`src/rtl/cla.sv`:
```
// 32-bit two-level carry-lookahead adder with a registered sum, carry-out and valid.
// Define CLA_OVF_EN to add the registered signed-overflow output ovf.
module cla #(
  parameter int WIDTH = 32,
  parameter int GROUP = 4
) (
  input  logic             clk,
  input  logic             rst_n,
  input  logic             in_valid,
  input  logic [WIDTH-1:0] A,
  input  logic [WIDTH-1:0] B,
  input  logic             Cin,
  output logic [WIDTH-1:0] S,
  output logic             Cout,
`ifdef CLA_OVF_EN
  output logic             ovf,
`endif
  output logic             out_valid
);

  localparam int NG  = WIDTH / GROUP;  // first-level groups
  localparam int GPS = 16 / GROUP;     // groups per 16-bit super-group
  localparam int NSG = WIDTH / 16;     // super-groups

  // Carries into each of four positions, every one a flat SOP of ci and (g,p).
  function automatic logic [3:0] lookahead4(input logic [3:0] gi, input logic [3:0] pi,
                                            input logic ci);
    logic [3:0] cv;
    logic       acc;
    logic       term;
    cv    = '0;
    cv[0] = ci;
    for (int k = 1; k < 4; k++) begin
      acc = ci;
      for (int j = 0; j < k; j++) acc = acc & pi[j];
      for (int j = 0; j < k; j++) begin
        term = gi[j];
        for (int m = j + 1; m < k; m++) term = term & pi[m];
        acc = acc | term;
      end
      cv[k] = acc;
    end
    return cv;
  endfunction

  // Block generate/propagate {G,P} of four (g,p) pairs.
  function automatic logic [1:0] gp4(input logic [3:0] gi, input logic [3:0] pi);
    logic gg;
    logic term;
    gg = 1'b0;
    for (int j = 0; j < 4; j++) begin
      term = gi[j];
      for (int m = j + 1; m < 4; m++) term = term & pi[m];
      gg = gg | term;
    end
    return {gg, &pi};
  endfunction

  logic [WIDTH-1:0] g, p, sum;
  logic [WIDTH:0]   c;
  logic [NG-1:0]    grp_g, grp_p, gc;
  logic [NSG-1:0]   sg_g, sg_p;
  logic [NSG:0]     sc;
  logic             sc_acc, sc_term;

  always_comb begin
    g       = A & B;
    p       = A ^ B;
    grp_g   = '0;
    grp_p   = '0;
    sg_g    = '0;
    sg_p    = '0;
    sc      = '0;
    gc      = '0;
    c       = '0;
    sc_acc  = 1'b0;
    sc_term = 1'b0;

    for (int k = 0; k < NG; k++)
      {grp_g[k], grp_p[k]} = gp4(g[GROUP*k +: 4], p[GROUP*k +: 4]);
    for (int s = 0; s < NSG; s++)
      {sg_g[s], sg_p[s]} = gp4(grp_g[GPS*s +: 4], grp_p[GPS*s +: 4]);

    // Super-group carry-ins are flattened from Cin so no carry ripples between halves.
    sc[0] = Cin;
    for (int s = 1; s <= NSG; s++) begin
      sc_acc = Cin;
      for (int j = 0; j < s; j++) sc_acc = sc_acc & sg_p[j];
      for (int j = 0; j < s; j++) begin
        sc_term = sg_g[j];
        for (int m = j + 1; m < s; m++) sc_term = sc_term & sg_p[m];
        sc_acc = sc_acc | sc_term;
      end
      sc[s] = sc_acc;
    end

    for (int s = 0; s < NSG; s++)
      gc[GPS*s +: 4] = lookahead4(grp_g[GPS*s +: 4], grp_p[GPS*s +: 4], sc[s]);
    for (int k = 0; k < NG; k++)
      c[GROUP*k +: 4] = lookahead4(g[GROUP*k +: 4], p[GROUP*k +: 4], gc[k]);
    c[WIDTH] = sc[NSG];
    sum      = p ^ c[WIDTH-1:0];
  end

  // Output register stage
  logic [WIDTH-1:0] s_q, s_d;
  logic             cout_q, cout_d;
  logic             out_valid_q, out_valid_d;

  always_comb begin
    s_d         = s_q;
    cout_d      = cout_q;
    out_valid_d = in_valid;
    if (in_valid) begin
      s_d    = sum;
      cout_d = c[WIDTH];
    end
  end

  always_ff @(posedge clk or negedge rst_n) begin
    if (!rst_n) begin
      s_q         <= '0;
      cout_q      <= 1'b0;
      out_valid_q <= 1'b0;
    end else begin
      s_q         <= s_d;
      cout_q      <= cout_d;
      out_valid_q <= out_valid_d;
    end
  end

  assign S         = s_q;
  assign Cout      = cout_q;
  assign out_valid = out_valid_q;

`ifdef CLA_OVF_EN
  logic ovf_q, ovf_d;

  always_comb begin
    ovf_d = ovf_q;
    if (in_valid) ovf_d = c[WIDTH] ^ c[WIDTH-1];
  end

  always_ff @(posedge clk or negedge rst_n) begin
    if (!rst_n) ovf_q <= 1'b0;
    else        ovf_q <= ovf_d;
  end

  assign ovf = ovf_q;
`endif

endmodule

```
`config.mk`:
```
export PLATFORM = sky130hd
export DESIGN_NAME = cla
export DESIGN_NICKNAME = d
export VERILOG_FILES = /design/src/rtl/cla.sv
export SDC_FILE = /design/constraint.sdc
export NUM_CORES = 1
export LEC_CHECK = 0
export ABC_CLOCK_PERIOD_IN_PS = 1100
export CAP_MARGIN = 20
export CORE_ASPECT_RATIO = 0.9
export CORE_MARGIN = 10
export CORE_UTILIZATION = 49
export CTS_BUF_LIST = sky130_fd_sc_hd__clkbuf_8
export DETAILED_ROUTE_END_ITERATION = 8
export PLACE_DENSITY_LB_ADDON = 0.05
export SYNTH_ARGS = -nofsm -noshare
export SYNTH_HDL_FRONTEND = slang
export SYNTH_SLANG_ARGS = --single-unit
```
`constraint.sdc`:
```
create_clock -name clk -period 1.1 [get_ports clk]
set_input_delay 0.22 -clock clk [delete_from_list [all_inputs] [get_ports clk]]
set_output_delay 0.22 -clock clk [all_outputs]
set_load 0.005 [all_outputs]
```
==> flow_summary.toml, run 1 <==
[outcome]
error_message = "[ERROR DPL-0033] detailed placement checks failed during check placement."
stop_stage = "clock tree synthesis (4_1_cts)"
run_status = "aborted with a tool error"

[yosys]
synth_fp_nets = 352
async_flop_share = 1.00
ys_seq_elements = 34
yosysUniqueCellTypes = 32
post_synthesis_compound_gate_area_fraction = 0.133
synth.largest_area_cell = "sky130_fd_sc_hd__dfrtp_1"
synth_sequential_area_ratio = 0.328
synth_warnings = 0
synthTopCellsByArea = "sky130_fd_sc_hd__dfrtp_1 (33%), sky130_fd_sc_hd__ha_1 (19%), sky130_fd_sc_hd__mux2_2 (10%), sky130_fd_sc_hd__fa_1 (6.2%), sky130_fd_sc_hd__a21oi_1 (5.2%)"
syn-mean-instance-area_sq_um = 11.0
synth_top_family_by_area = "adder cells"
yosys.area_share.adder = 0.254
synth-edff-count = 0
synth_simple_gate_area_share = 0.0916
yosysTopAreaCellShare = 0.328
synthesis.area_sq_mm = 0.00260
synth_mux_area_frac = 0.104
synthXorXnorAreaFrac = 0.0776
synthesis.instances = 236
synth-main-ff-cell = "sky130_fd_sc_hd__dfrtp_1"

[floorplan]
start_util = 0.500
std_cell_rows = 25
ioPinCount = 102
chipHeight_microns = 89.1
die_w_microns = 96.7

[clock_tree]
tritoncts_num_sinks = 34
cts_max_path_buffers = 2
cts_resized = 298
post_cts_hold_buffer_count = 1
cts.htree.levels = 2
cts.root.buffer_cell = "sky130_fd_sc_hd__clkbuf_8"
cts-buffers-inserted = 5
cts_setup_buffers = 43

[placed_design]
hpwl_microns = 6810
port-buffer-count = 101
global_placement_routability_congestion = 0.829
preCtsSetupSlack_ns = -1.92
[cells by family after synthesis]
family | count (synthesis)
compound gates | 56
fa+ha+maj | 48
simple gates | 43
flops | 34
mux | 24
xor+xnor | 23
buf+inv | 8
[synthesized netlist by cell type, types with 2 or more instances]
cell	instances
sky130_fd_sc_hd__nand2b_1	9
sky130_fd_sc_hd__clkbuf_1	4
sky130_fd_sc_hd__nor2_1	13
sky130_fd_sc_hd__o21ai_1	9
sky130_fd_sc_hd__ha_1	40
sky130_fd_sc_hd__xor2_1	8
sky130_fd_sc_hd__fa_1	8
sky130_fd_sc_hd__o221a_2	2
sky130_fd_sc_hd__a21o_1	4
sky130_fd_sc_hd__o21ai_0	6
sky130_fd_sc_hd__nand4_1	4
sky130_fd_sc_hd__o21a_1	2
sky130_fd_sc_hd__a21oi_1	27
sky130_fd_sc_hd__nand2_1	7
sky130_fd_sc_hd__xnor2_1	15
sky130_fd_sc_hd__nor2b_1	2
sky130_fd_sc_hd__dfrtp_1	34
sky130_fd_sc_hd__mux2_2	24
sky130_fd_sc_hd__or2_1	3
sky130_fd_sc_hd__inv_1	3
[per-stage QoR]
| step | std cells | hold WS, ns | setup TNS (ns) | instance area [sq um] | utilization |
|---|---|---|---|---|---|
| 3_5_place_dp | 460 | 0.148 | -50.84 | 4480 | 0.862 |
| 3_3_place_gp | 460 | 0.141 | -48.85 | 4480 | 0.862 |
| 2_1_floorplan | 236 | -0.0756 | -28.31 | 2920 | - |
==> run 2, diff against run 1 <==
Settings changed: CORE_ASPECT_RATIO 0.9 to not set, CORE_UTILIZATION 49 to 40, CTS_BUF_LIST sky130_fd_sc_hd__clkbuf_8 to not set, PLACE_DENSITY_LB_ADDON 0.05 to 0.15.
==> flow_summary.toml, run 2 <==
[clock_tree]
cts.clk_slew.worst_paths_ns = 0.07
cts_max_path_buffers = 2
cts.root.buffer_cell = "sky130_fd_sc_hd__clkbuf_8"
cts-buffers-inserted = 5
cts_tree = "done"
tritoncts_num_sinks = 34
worstSkewPairLatency_ns = 0.28
cts.htree.levels = 2

[placed_design]
preCtsSetupSlack_ns = -1.87
global_placement_routability_congestion = 0.802
placed_area_sq_mm = 0.00458
number_of_cells_after_detailed_placement = 482
port-buffer-count = 101
hpwl_microns = 6380

[worst_hold_path]
min-delay-path-class = "input port to register"
critical_hold_path_startpoint = "in_valid"

[floorplan]
chipHeight_microns = 101
std_cell_rows = 29
die_w_microns = 101
ioPinCount = 102
start_util = 0.411
design.die.area_sq_mm = 0.0101
core_area_sq_mm = 0.00631

[cells_and_area]
finalInstanceArea_sq_mm = 0.00500
antenna_cells_inserted = 0
drive_gt1_frac = 0.626
final_common_cell = "sky130_fd_sc_hd__buf_4"
number_of_flip_flops_in_the_largest_register = 32
fin_nets = 556
final_cell_mix = "sky130_fd_sc_hd__buf_4 (91), sky130_fd_sc_hd__buf_2 (43), sky130_fd_sc_hd__dfrtp_1 (34), sky130_fd_sc_hd__ha_4 (28), sky130_fd_sc_hd__mux2_4 (19)"
layout-area-overhead-vs-synth_pct = 92.4
finish.cell_count_without_fillers = 518

[timing]
timing.slew.headroom = 0.822
max_clock_freq_ghz = 0.442
final.setup.worst_slack_ns = -1.16
final_period_minus_worst_setup_slack_ns = 2.26
slew_viol_final = 0
ratio_of_final_minimum_period_to_clock_period = 2.06
finalClockSkew_ns = 0
setup-violations-final = 31
setup_repair_after_global_routing_missed_its_margin = "yes"
number_of_hold_violations_in_the_final_report = 0
worst_pin_slew_ns = 0.266

[pwr]
seq_power_share = 0.316
swShare = 0.315
power_density_mw_per_mm2 = 1080
p_clk_frac = 0.183
net-switching-power_mw = 1.69
ir_worst_vdd_v = 0.000781
comb_power_share = 0.501
p_int_mw = 3.69
design_power_total_mw = 5.38
power_leakage_nw = 2.29

[drt]
route.antenna.remaining_nets = 0
drt-vias-per-instance = 4.99
drc = 0
drt_iter0_markers = 31
drt_pass1_iterations = 4
vias = 2585
wl_per_cell_microns = 16.1
totalWireLength_microns = 8310

[job]
drv_cap = 0

[yosys]
ys_seq_elements = 34
synth-main-ff-cell = "sky130_fd_sc_hd__dfrtp_1"
synth_most_common_cell = "sky130_fd_sc_hd__ha_1"
synth.largest_area_cell = "sky130_fd_sc_hd__dfrtp_1"
synth_sequential_area_ratio = 0.328
synth_warnings = 0
synthTopCellsByArea = "sky130_fd_sc_hd__dfrtp_1 (33%), sky130_fd_sc_hd__ha_1 (19%), sky130_fd_sc_hd__mux2_2 (10%), sky130_fd_sc_hd__fa_1 (6.2%), sky130_fd_sc_hd__a21oi_1 (5.2%)"
syn-mean-instance-area_sq_um = 11.0
async_flop_share = 1.00
yosysTopAreaCellShare = 0.328
synth.top_cells.by_count = "sky130_fd_sc_hd__ha_1 (40), sky130_fd_sc_hd__dfrtp_1 (34), sky130_fd_sc_hd__a21oi_1 (27)"
synthesis.area_sq_mm = 0.00260
synthesis.instances = 236
yosysUniqueCellTypes = 32
synth_fp_nets = 352
synth-edff-count = 0

[setup_path]
cp_cell_sequence = "dlygate4sd2_1, ha_4, a21oi_1, o21ai_1, inv_1, o221a_4, nand3_2, ha_2, o21a_1, o21ai_2, nand2b_1, xor2_1, mux2_4"
timing.critical_path.buf_inv = 2
standard_cell_with_the_maximum_stage_delay_on_the_critical_path = "sky130_fd_sc_hd__ha_4"
startpoint_of_the_worst_setup_timing_path = "A[17]"
cp_max_fo = 4
critical_path.endpoint_type = "register"
critPathArrivalTime_ns = 2.44
category_of_cells_accounting_for_the_largest_share_of_critical_path_delay = "compound AO/OA/AOI/OAI gates"
cp_slowest_stage_delay_ns = 0.27
cp_data_required_time_ns = 1.27
worstSetupStartpointType = "input port"
timing.setup.critical_path_class = "input port to register"
timing.rr.start = "S[8]"

[grt]
grt_start_max_net_pins = 35
grt_pass1_vias = 2890
antenna_found_initial = 0
grtUsageTotal = 0.160
grt.overflow.total = 0
global_route_wire_length_before_repair_microns = 13400

[outcome]
run_status = "finished with violations"
violations = "negative setup slack"
[run 2: kinds of logic after synthesis]
| group | count (synthesis) | synth area share |
|---|---|---|
| AND/OR/NAND/NOR | 43 | 0.0916 |
| XOR/XNOR | 23 | 0.0776 |
| buffers and inverters | 8 | 0.0120 |
| AO/OA/AOI/OAI | 56 | 0.133 |
| multiplexers | 24 | 0.104 |
| adder cells (fa/ha/maj) | 48 | 0.254 |
| flip-flops | 34 | 0.328 |
[run 2: routing by layer]
layer  GRT usage  share of wire
met1       0.174           0.40
met2       0.290           0.52
met3      0.0514          0.064
met4      0.0413          0.018
met5           0              0
[run 2: path summary, 6_finish.rpt]
check	end	slack (ns)	cells past startpoint
min in group asynchronous	S[26]	0.42	3
max in group asynchronous	S[31]	0.49	3
worst min-delay path	out_valid	0.29	2
worst min register to register	S[7]	0.51	1
worst max-delay path	S[31]	-1.16	13
worst max register to register	S[8]	0.22	2
[run 2: stage by stage]
stage          setup TNS (ns)  hold slack, ns  utilization
2_1_floorplan          -28.31         -0.0756            -
3_3_place_gp           -49.45           0.198        0.725
3_5_place_dp           -50.74           0.197        0.725
4_1_cts                -28.89           0.283        0.783
5_1_grt                -30.48           0.284        0.791
6_report               -27.89           0.293        0.791
[run 2: power groups by stage]
stage | clock network [mW] | registers [mW] | logic, mW
floorplan | 0 | 1.74 | 1.03
global route | 1.07 | 1.74 | 2.95
finish | 0.984 | 1.70 | 2.70
global placement | 0 | 1.72 | 2.46
CTS | 1.01 | 1.70 | 2.63
detailed placement | 0 | 1.73 | 2.53
[run 2: what timing repair did]
item                                   in CTS  in global routing
endpoints found under the hold margin      34                  0
setup buffers                              28                  1
setup endpoints to repair                  67                 33
pin swaps                                  64                 19
hold buffers                                1                  0
resized for setup                         326                 25
[run 2: area by class of cell]
type | count | area, sq um
clock buffers | 7 | 86.3
inverters | 3 | 11.3
multi-input cells | 194 | 2340
clock inverters | 1 | 5.00
well taps | 77 | 96.3
repair buffers | 202 | 1600
fillers | 413 | 1320
flip-flops and latches | 34 | 851
(Power assumes the default switching activity.)
==> run 3, diff against run 2 <==
Settings changed: CORE_UTILIZATION 40 to 30, DONT_BUFFER_PORTS set to 1.
==> flow_summary.toml, run 3 (same netlist as run 2, synthesis figures left out) <==
[outcome]
run_status = "finished with violations"
violations = "negative setup slack"

[floorplan]
die_w_microns = 113
core_area_sq_mm = 0.00830
std_cell_rows = 33
start_util = 0.313
design.die.area_sq_mm = 0.0128
chipHeight_microns = 113
ioPinCount = 102

[setup_path]
timing.setup.critical_path_class = "input port to register"
critPathArrivalTime_ns = 2.34
worstSetupStartpointType = "input port"
cp_max_fo = 3
standard_cell_with_the_maximum_stage_delay_on_the_critical_path = "sky130_fd_sc_hd__fa_2"
cp_cell_sequence = "ha_4, a211o_1, a21oi_4, nor4_4, buf_4, o211ai_2, nand3_2, buf_4, buf_6, buf_6, fa_2, mux2_4"
critical_path.endpoint_type = "register"
cp_slowest_stage_delay_ns = 0.39
cp_data_required_time_ns = 1.27
r2r_slack_ns = 0.29

[pwr]
net-switching-power_mw = 1.34
ir_worst_vdd_v = 0.000669
seq_power_share = 0.423
p_clk_frac = 0.209
design_power_total_mw = 4.32
comb_power_share = 0.368
power_leakage_nw = 1.58
swShare = 0.311
power_density_mw_per_mm2 = 1160
p_int_mw = 2.98

[placed_design]
global_placement_routability_congestion = 0.781
placed_area_sq_mm = 0.00341
number_of_cells_after_detailed_placement = 387
port-buffer-count = 0
hpwl_microns = 5640
preCtsSetupSlack_ns = -1.38

[drt]
drt-vias-per-instance = 4.91
drt_iter0_markers = 43
wl_per_cell_microns = 17.6
drt_pass1_iterations = 4
vias = 1993
route.antenna.remaining_nets = 0
totalWireLength_microns = 7150
drc = 0

[timing]
final_period_minus_worst_setup_slack_ns = 2.17
slew_viol_final = 0
ratio_of_final_minimum_period_to_clock_period = 1.97
setup-violations-final = 30
number_of_hold_violations_in_the_final_report = 0
worst_pin_slew_ns = 0.306
finalClockSkew_ns = 0
setup_repair_after_global_routing_missed_its_margin = "yes"
timing.slew.headroom = 0.795
max_clock_freq_ghz = 0.461
final.setup.worst_slack_ns = -1.07
setup_tns_final_ns = -24.71
holdWs_ns = 0.0440

[worst_hold_path]
min-delay-path-class = "input port to register"

[grt]
antenna_found_initial = 0
grtUsageTotal = 0.111
grt.overflow.total = 0
global_route_wire_length_before_repair_microns = 11500
grt_start_max_net_pins = 44
grt_pass1_vias = 2101

[clock_tree]
cts.htree.levels = 2
worstSkewPairLatency_ns = 0.28
cts-buffers-inserted = 5
cts_tree = "done"
tritoncts_num_sinks = 34
cts.clk_slew.worst_paths_ns = 0.07
cts.root.buffer_cell = "sky130_fd_sc_hd__clkbuf_8"
cts_max_path_buffers = 2

[cells_and_area]
finalInstanceArea_sq_mm = 0.00372
final_common_cell = "sky130_fd_sc_hd__buf_4"
layout-area-overhead-vs-synth_pct = 43.5
final.fill_count = 760
post-route-util = 0.449
final_cell_mix = "sky130_fd_sc_hd__buf_4 (56), sky130_fd_sc_hd__dfrtp_1 (34), sky130_fd_sc_hd__ha_4 (22), sky130_fd_sc_hd__a21oi_1 (19), sky130_fd_sc_hd__ha_1 (13)"
drive_gt1_frac = 0.505
antenna_cells_inserted = 0
fin_nets = 417
finish.cell_count_without_fillers = 406
number_of_flip_flops_in_the_largest_register = 32

[job]
drv_cap = 0
[run 3: changes by cell type in the layout (fill, tap and decap cells not counted), moves of 7 or more]
cell	before	now
sky130_fd_sc_hd__a21oi_2	15	8
sky130_fd_sc_hd__clkdlybuf4s50_1	8	0
sky130_fd_sc_hd__mux2_2	5	12
sky130_fd_sc_hd__buf_4	91	56
sky130_fd_sc_hd__clkdlybuf4s15_2	11	0
sky130_fd_sc_hd__buf_2	43	0
sky130_fd_sc_hd__a21oi_1	12	19
sky130_fd_sc_hd__mux2_4	19	12
sky130_fd_sc_hd__clkdlybuf4s15_1	15	0
sky130_fd_sc_hd__dlygate4sd2_1	15	0
[run 3: timing repair]
item                                   4_1_cts  5_1_grt
pin swaps                                   12        9
setup buffers                                5        5
gates resized for setup                     13       15
setup endpoints to repair                   30       31
endpoints found under the hold margin       35        0
hold buffers                                 3        0
[run 3: worst max-delay path, delay by kind of cell]
| kind | cells | cell delay, ns |
|---|---|---|
| AND/OR/NAND/NOR | 2 | 0.17 |
| buffers and inverters | 4 | 0.48 |
| adder cells (fa/ha/maj) | 2 | 0.61 |
| multiplexers | 1 | 0.26 |
| AO/OA/AOI/OAI | 3 | 0.59 |
[run 3: power by group through the flow]
stage          clock network (mW)  logic [mW]  registers (mW)
2_1_floorplan                   0        1.03            1.74
3_3_place_gp                    0        1.38            1.87
3_5_place_dp                    0        1.40            1.87
4_1_cts                     0.955        1.52            1.85
5_1_grt                      1.00        1.79            1.89
6_report                    0.903        1.59            1.83
[run 3: cell type report]
| type | instances | area [sq um] | area share |
|---|---|---|---|
| clock buffers | 7 | 76.3 | 0.0205 |
| inverters | 3 | 11.3 | 0.00302 |
| multi-input cells | 194 | 2150 | 0.577 |
| flip-flops and latches | 34 | 851 | 0.228 |
| well taps | 105 | 131 | 0.0353 |
| repair buffers | 63 | 505 | 0.136 |
[run 3: worst paths after layout]
check / to / start / cells past startpoint
max: S[28] / A[3] / 12
min: S[25] / in_valid / 1
max reg2reg: S[10] / S[10] / 1
min reg2reg: S[0] / S[0] / 1
max in group asynchronous: S[28] / rst_n / 2
min in group asynchronous: S[25] / rst_n / 2
[run 3: routing by layer]
| layer | up-vias | global-route usage | share of wire |
|---|---|---|---|
| met5 | - | 0 | 0 |
| met4 | 0 | 0.0228 | 0.0066 |
| met3 | 6 | 0.0639 | 0.12 |
| met2 | 64 | 0.182 | 0.49 |
| met1 | 949 | 0.123 | 0.38 |
| li1 | 974 | - | - |
